**src/rtl/mem_trap_ctrl.sv**
```systemverilog
`timescale 1ns/1ps
`default_nettype none
// ============================================================================
// Module      : mem_trap_ctrl
// Description : Trap entry/return sequencer for the MEM-stage CSR unit.
//               Arbitrates a pending interrupt against a synchronous system
//               instruction (ecall/ebreak/mret) sitting in MEM. It qualifies
//               CSR commits, flushes the younger stages and issues a one-cycle
//               fetch redirect to the target supplied by the CSR unit. It also
//               counts the interrupts and exceptions taken.
// Revision    : 1.0 - initial release
// ----------------------------------------------------------------------------
// Parameters
//   ADDR_W : instruction address width
//   CNT_W  : width of the interrupt / exception counters (wrap modulo 2^CNT_W)
// Ports
//   clk                      in   clock, rising edge
//   rst                      in   asynchronous reset, active low
//   trap_ctrl_csr_trap_i     in   interrupt pending and enabled
//   trap_ctrl_inst_valid_i   in   valid instruction in MEM
//   trap_ctrl_inst_addr_i    in   PC of the MEM instruction (consumed by CSR)
//   trap_ctrl_inst_ecall_i   in   MEM instruction is ecall
//   trap_ctrl_inst_ebreak_i  in   MEM instruction is ebreak
//   trap_ctrl_inst_mret_i    in   MEM instruction is mret
//   trap_ctrl_lsu_busy_i     in   MEM load/store not yet complete
//   trap_ctrl_csr_nxt_pc_i   in   CSR target (mtvec for trap/intp, else mepc)
//   trap_ctrl_csr_valid_o    out  commit qualifier to the CSR unit
//   trap_ctrl_intp_en_o      out  interrupt-take qualifier to the CSR unit
//   trap_ctrl_stall_o        out  hold IF/ID/EX/MEM pipeline registers
//   trap_ctrl_flush_o        out  kill IF/ID/EX and MEM writeback
//   trap_ctrl_redirect_o     out  fetch redirect strobe
//   trap_ctrl_redirect_pc_o  out  redirect target, registered
//   trap_ctrl_intp_cnt_o     out  interrupts taken
//   trap_ctrl_exc_cnt_o      out  ecall/ebreak/mret taken
// ============================================================================
module mem_trap_ctrl #(
   parameter int ADDR_W = 64,
   parameter int CNT_W  = 32
) (
   input  logic              clk,
   input  logic              rst,
   input  logic              trap_ctrl_csr_trap_i,
   input  logic              trap_ctrl_inst_valid_i,
   input  logic [ADDR_W-1:0] trap_ctrl_inst_addr_i,
   input  logic              trap_ctrl_inst_ecall_i,
   input  logic              trap_ctrl_inst_ebreak_i,
   input  logic              trap_ctrl_inst_mret_i,
   input  logic              trap_ctrl_lsu_busy_i,
   input  logic [ADDR_W-1:0] trap_ctrl_csr_nxt_pc_i,
   output logic              trap_ctrl_csr_valid_o,
   output logic              trap_ctrl_intp_en_o,
   output logic              trap_ctrl_stall_o,
   output logic              trap_ctrl_flush_o,
   output logic              trap_ctrl_redirect_o,
   output logic [ADDR_W-1:0] trap_ctrl_redirect_pc_o,
   output logic [CNT_W-1:0]  trap_ctrl_intp_cnt_o,
   output logic [CNT_W-1:0]  trap_ctrl_exc_cnt_o
);

   localparam logic [CNT_W-1:0] c_CNT_ONE = {{(CNT_W-1){1'b0}}, 1'b1};

   typedef enum logic [1:0] {
      ST_IDLE     = 2'd0,
      ST_TAKE     = 2'd1,
      ST_EXC      = 2'd2,
      ST_REDIRECT = 2'd3
   } state_t;

   state_t              r_state;
   state_t              w_state_nxt;

   logic [ADDR_W-1:0]   r_redirect_pc;
   logic [CNT_W-1:0]    r_intp_cnt;
   logic [CNT_W-1:0]    r_exc_cnt;

   logic                w_sys;
   logic                w_ready;
   logic                w_csr_valid;
   logic                w_intp_en;
   logic                w_stall;
   logic                w_flush;
   logic                w_redirect;

   // The MEM PC is routed straight to the CSR unit for mepc; this block only
   // carries it on its boundary so the interface stays uniform.
   logic                w_unused_addr;
   assign w_unused_addr = ^trap_ctrl_inst_addr_i;

   assign w_sys   = trap_ctrl_inst_ecall_i | trap_ctrl_inst_ebreak_i |
                    trap_ctrl_inst_mret_i;
   // A load/store still in flight defers any trap until it completes.
   assign w_ready = trap_ctrl_inst_valid_i & ~trap_ctrl_lsu_busy_i;

   // -------------------------------------------------------------------------
   // State register
   // -------------------------------------------------------------------------
   always_ff @(posedge clk or negedge rst) begin
      if (!rst) begin
         r_state <= ST_IDLE;
      end else begin
         r_state <= w_state_nxt;
      end
   end

   // -------------------------------------------------------------------------
   // Next-state and output decode
   // -------------------------------------------------------------------------
   always_comb begin
      w_state_nxt = r_state;
      w_csr_valid = 1'b0;
      w_intp_en   = 1'b0;
      w_stall     = 1'b0;
      w_flush     = 1'b0;
      w_redirect  = 1'b0;

      unique case (r_state)
         ST_IDLE: begin
            // Ordinary commit only when no trap is about to be taken.
            w_csr_valid = w_ready & ~w_sys & ~trap_ctrl_csr_trap_i;
            // Interrupt has priority over a system instruction in the same cycle.
            if (w_ready && trap_ctrl_csr_trap_i) begin
               w_stall     = 1'b1;
               w_state_nxt = ST_TAKE;
            end else if (w_ready && w_sys) begin
               w_stall     = 1'b1;
               w_state_nxt = ST_EXC;
            end
         end
         ST_TAKE: begin
            // The MEM instruction is not retired; mepc points back at it.
            w_csr_valid = 1'b1;
            w_intp_en   = 1'b1;
            w_flush     = 1'b1;
            w_state_nxt = ST_REDIRECT;
         end
         ST_EXC: begin
            w_csr_valid = 1'b1;
            w_flush     = 1'b1;
            w_state_nxt = ST_REDIRECT;
         end
         ST_REDIRECT: begin
            w_flush     = 1'b1;
            w_redirect  = 1'b1;
            w_state_nxt = ST_IDLE;
         end
         default: begin
            w_state_nxt = ST_IDLE;
         end
      endcase
   end

   // -------------------------------------------------------------------------
   // Redirect target capture and trap counters
   // -------------------------------------------------------------------------
   always_ff @(posedge clk or negedge rst) begin
      if (!rst) begin
         r_redirect_pc <= '0;
         r_intp_cnt    <= '0;
         r_exc_cnt     <= '0;
      end else begin
         // The CSR unit presents mtvec/mepc during the entry cycle; hold it
         // until the next trap so the redirect cycle sees a stable value.
         if ((r_state == ST_TAKE) || (r_state == ST_EXC)) begin
            r_redirect_pc <= trap_ctrl_csr_nxt_pc_i;
         end
         if (r_state == ST_TAKE) begin
            r_intp_cnt <= r_intp_cnt + c_CNT_ONE;
         end
         if (r_state == ST_EXC) begin
            r_exc_cnt <= r_exc_cnt + c_CNT_ONE;
         end
      end
   end

   // Combinational strobes are masked by reset so every output reads zero
   // while reset is asserted, independent of the pipeline inputs.
   assign trap_ctrl_csr_valid_o   = rst & w_csr_valid;
   assign trap_ctrl_intp_en_o     = rst & w_intp_en;
   assign trap_ctrl_stall_o       = rst & w_stall;
   assign trap_ctrl_flush_o       = rst & w_flush;
   assign trap_ctrl_redirect_o    = rst & w_redirect;
   assign trap_ctrl_redirect_pc_o = r_redirect_pc;
   assign trap_ctrl_intp_cnt_o    = r_intp_cnt;
   assign trap_ctrl_exc_cnt_o     = r_exc_cnt;

endmodule
`default_nettype wire
```
**config.mk**
```make
export PLATFORM = sky130hd
export DESIGN_NAME = mem_trap_ctrl
export DESIGN_NICKNAME = d
export VERILOG_FILES = /design/src/rtl/mem_trap_ctrl.sv
export SDC_FILE = /design/constraint.sdc
export NUM_CORES = 1
export LEC_CHECK = 0
export BUFFER_PORTS_ARGS = -buffer_cell sky130_fd_sc_hd__buf_2
export CORE_MARGIN = 2
export CORE_UTILIZATION = 42
export DETAILED_ROUTE_END_ITERATION = 10
export PLACE_DENSITY_LB_ADDON = 0.12
export SETUP_SLACK_MARGIN = 0.5
export SYNTH_ARGS = -nofsm -noshare
export SYNTH_HDL_FRONTEND = slang
export SYNTH_SLANG_ARGS = --single-unit
```
**constraint.sdc**
```tcl
create_clock -name clk -period 2.1 [get_ports clk]
set_clock_uncertainty 0.2 [all_clocks]
set_input_delay 0.42 -clock clk [delete_from_list [all_inputs] [get_ports clk]]
set_output_delay 0.42 -clock clk [all_outputs]
set_load 0.02 [all_outputs]
```
; ---- Word-level counts from Yosys, hierarchy flattened
; Index checks and enable logic that the tools add are counted.
[word_totals]
reg_bits = 130
input_bits = 136
out_inout_bits = 133
word_cells = 39
[op_classes]
add_sub_neg = 2
eq_ne = 4
muxes = 10
n_bitwise = 13
n_reduce_logical = 6
[ops]
columns = cell, n
row1 = $add 32x1->32 const B, 2
row2 = $and 1x1->1, 8
row3 = $mux 1, 6
row4 = $pmux 2 s3, 1
row5 = $eq 2x2->1 const B, 2
row6 = $mux 2, 2
row7 = $ne 3x3->1 const B, 1
row8 = $not 1->1, 3
row9 = $reduce_or 3->1, 1
row10 = $eq 2x1->1 const B, 1
row11 = $logic_and 1x1->1, 2
row12 = $logic_not 2->1, 1
row13 = $or 1x1->1, 2
row14 = $pmux 1 s2, 1
row15 = $reduce_or 2->1, 1
row16 = $logic_or 1x1->1, 1

; ---- Longest topological paths before layout
[logic_depth]
ltp_word = 7
ltp_mapped = 8
ltp_nobuf = 6

; ---- Worst setup path before layout
; No wires, ideal clock.
[synth_path]
path_kind = reg-to-output
from = register r_state[0]
to = output port trap_ctrl_csr_valid_o
arrival_ns = 1.910
required_ns = 1.480
slack_ns = -0.430
path_stages_with_launch = 7
path_buffers = 2
cell_sequence = dfrtp_1 > inv_1 > ha_1 > buf_2 > buf_1 > a31oi_1 > nor3b_1
[synth_via]
elab_chain_len = 4
elab_cells_between_ends = 6
[synth_rtl]
columns = item, line
row1 = start: declaration, 69  ; state_t r_state;
row2 = start signal: assignment, 101  ; r_state <= w_state_nxt;
row3 = $eq 2x1->1 / $eq 2x2->1 (equally long branches), 116  ; unique case (r_state)
row4 = $reduce_or 2->1 (no source line), n/a
row5 = $pmux 1 s2 *, 116
row6 = $and 1x1->1 *, 177  ; assign trap_ctrl_csr_valid_o = rst & w_csr_valid;
row7 = end: declaration, 50  ; output logic trap_ctrl_csr_valid_o,
; Every way passes the cells marked *; elsewhere a longest branch is shown, timed or not.

; ---- Worst setup path after layout
[layout_path]
from = register r_state[1]
to = output port trap_ctrl_csr_valid_o
; Same word-level chain as after synthesis.

==> metrics.txt <==
drt drc=0; GPL Wtd Cong=0.790; worst hold slack=roughly 0.037 ns; Leak Pwr=5.21 nW; first-iteration detailed-routing DRC count=approximately 220; Slew Limit Fails=0; most common library cells after synthesis=dfrtp_1, mux2_2, xnor2_1; Die Wd=118 um; WL per Instance=between 15 and 20 um; worst rel slew slack=50.6%; violated checks=setup timing; H-Tree Depth=4; number of synthesized flops with an enable pin=0; initial antenna violation count=0; post-layout util=80.5%; layout cells sized above 1=a little over two thirds; pin count of the biggest net entering global routing=59; dpl hpwl=slightly above 9000 um; Syn Nets=552; Worst Path Required=1.48 ns; synth warn=0; nets=between 900 and 1000; synthesized area per cell=13.4 sq um; root buf cell=clkbuf_16; Critical Path End Type=output pin; Netlist Area Pre-Place=0.00548 sq mm; crit path max-delay cell type=dfrtp_1; worst skew pair latency=a little over 0.4 ns; antenna viol nets, final=0; first-pass GRT wire length=26500 um; Clock Pin Slew Worst Setup and Hold Paths=around 0.060 ns; # clock sinks=130; critical path arrival=1.57 ns; CP cell instances=buf_4, ha_1, nor3b_4, buf_6; Max Freq=roughly 0.46 GHz; element type at the critical path start=flip-flop; critical path class=reg2out; maximum clock insertion buffer count=2; Seq/Total Area, Yosys=59.4%; Top FF cell, synth=dfrtp_1; fin crit share=104%; Final Hold Fails=0; std cell rows=41; Tmin final=2.19 ns; antenna cells=0; IO Count=269; vias in the first global route=roughly 5100; area delta synth->final=86.1%; Netlist cell types=31; I/O Buffers=around 200; pre-CTS WS=-0.000766 ns; PwrDens=1600 mW/mm^2; mean number of vias per cell=4.98; Starting Density=a little over two fifths; CORE AREA=approximately 0.013 sq mm; final setup margin=-0.0881 ns; cell type with the largest total area after synthesis=dfrtp_1; RSZ-0062 raised after global routing=yes; status=finished with violations; cell with the most instances after synthesis=dfrtp_1; CTS buffer count=17; worst hold path class=in2async; actual slew at the worst max-slew pin=0.742 ns; VDD IR max=1.46 mV; Max-cap violations=0; Vias=4747; GRT Util Overall=roughly 24%; final setup vio count=4; Post-Synthesis Cells=just over 400; grt ovf=0; ys async rst share=100%; CP Max Fanout=3; Routed WL=18000 um; largest cells by area after synthesis=dfrtp_1, mux2_2, xnor2_1, nand4_1, xor2_1; height of the die=around 120 um; TritonCTS clock tree=built; post-synth top area share=59.4%; router iterations before antenna repair=4; Yosys reg bits=130; Worst path max stage delay=approximately 0.4 ns; die area=0.0140 sq mm
## state kept, by name (all words and copies together), names as in the netlist
| signal | count |
|---|---|
| trap_ctrl_exc_cnt_o | 32 |
| r_state | 2 |
| trap_ctrl_redirect_pc_o | 64 |
| trap_ctrl_intp_cnt_o | 32 |
## per-stage QoR
stage	cells	setup TNS (ns)	power, mW	instance area, sq um
after floorplan	408	0	7.03	5680
after global routing	954	-0.507	16.9	10200
after global placement	788	0	8.25	6950
after CTS	920	-0.114	14.7	9230
after detailed placement	788	-0.000766	8.38	6950
final	954	-0.128	16.3	10200
## routing by layer
metal	vias up	GRT usage (%)	wire length, um
met2	158	42.7	9800
met5	-	0	0
li1	2155	-	-
met4	0	9.04	346
met3	28	7.48	1070
met1	2406	27.4	6760
## worst paths after layout
check / from / slack, ns / depth (start not counted) / to
setup reg to reg: r_state[1]$_DFFE_PN0P_ / 0.04 / 10 / trap_ctrl_intp_cnt_o[9]$_DFFE_PN0N_
max in group asynchronous: rst / 0.70 / 3 / trap_ctrl_exc_cnt_o[1]$_DFFE_PN0N_
hold reg to reg: trap_ctrl_redirect_pc_o[17]$_DFFE_PN0N_ / 0.30 / 1 / trap_ctrl_redirect_pc_o[17]$_DFFE_PN0N_
hold / removal: rst / 0.04 / 2 / trap_ctrl_intp_cnt_o[8]$_DFFE_PN0N_
setup / recovery: r_state[1]$_DFFE_PN0P_ / -0.09 / 4 / trap_ctrl_csr_valid_o
min in group clk: trap_ctrl_csr_nxt_pc_i[43] / 0.04 / 2 / trap_ctrl_redirect_pc_o[43]$_DFFE_PN0N_
## cells by family (layout without fill, tap and decap cells)
kind of cell	after synthesis	count (layout)	synth area share [%]
and+or+nand+nor	119	119	13.1
AOI/OAI and AO/OA	4	4	0.388
DFF	130	130	59.4
adders and majority gates	8	8	1.83
xor gates and xnor gates	62	62	9.91
buffers and inverters	17	391	1.48
muxes	68	68	13.9
## worst max-delay path, delay by kind of cell, from the launching register on
kind,cells,cell delay [ns]
and+or+nand+nor,1,0.23
adders and majority gates,1,0.22
buffers and inverters,2,0.31
DFF,1,0.39
## cell type report
class / count / area (sq um)
multi-input cells: 261 / 2930
repair buffers: 354 / 3150
clock inverters: 5 / 100
flip-flops and latches: 130 / 3280
clock buffers: 27 / 493
well taps: 172 / 215
fillers: 708 / 2470
inverters: 5 / 18.8
## power breakdown
part	leakage (nW)	switching, mW	internal, mW	total, mW
combinational	3.32	3.71	5.64	9.35
sequential	1.61	0.630	3.33	3.96
clock	0.290	1.06	1.96	3.02
total	5.21	5.40	10.9	16.3
## what timing repair did
item,4_1_cts,5_1_grt
setup endpoints to repair,189,244
resized for setup,206,182
hold buffers,2,0
pin swaps,40,41
gates cloned,12,0
buffers inserted,86,34
hold endpoints to repair,33,0
## placed cells by master (no fill, tap or decap), types with 5 or more instances in the layout
| master | synthesis | final |
|---|---|---|
| buf_4 | 0 | 112 |
| dfrtp_2 | 0 | 23 |
| buf_6 | 0 | 115 |
| nand3_4 | 1 | 8 |
| nand2_1 | 22 | 15 |
| buf_12 | 0 | 6 |
| nor4_4 | 2 | 6 |
| mux2_4 | 0 | 66 |
| nand3_2 | 0 | 9 |
| clkbuf_1 | 2 | 7 |
| nor2_4 | 0 | 8 |
| nand4_1 | 23 | 23 |
| buf_2 | 5 | 106 |
| and3_1 | 12 | 10 |
| ha_4 | 0 | 5 |
| and4_1 | 7 | 7 |
| xnor2_1 | 47 | 35 |
| dfrtp_1 | 130 | 107 |
| clkbuf_16 | 0 | 17 |
| buf_16 | 0 | 12 |
| xnor2_2 | 0 | 12 |
| xor2_1 | 15 | 15 |
No activity file was read; power rests on OpenSTA's default activity.
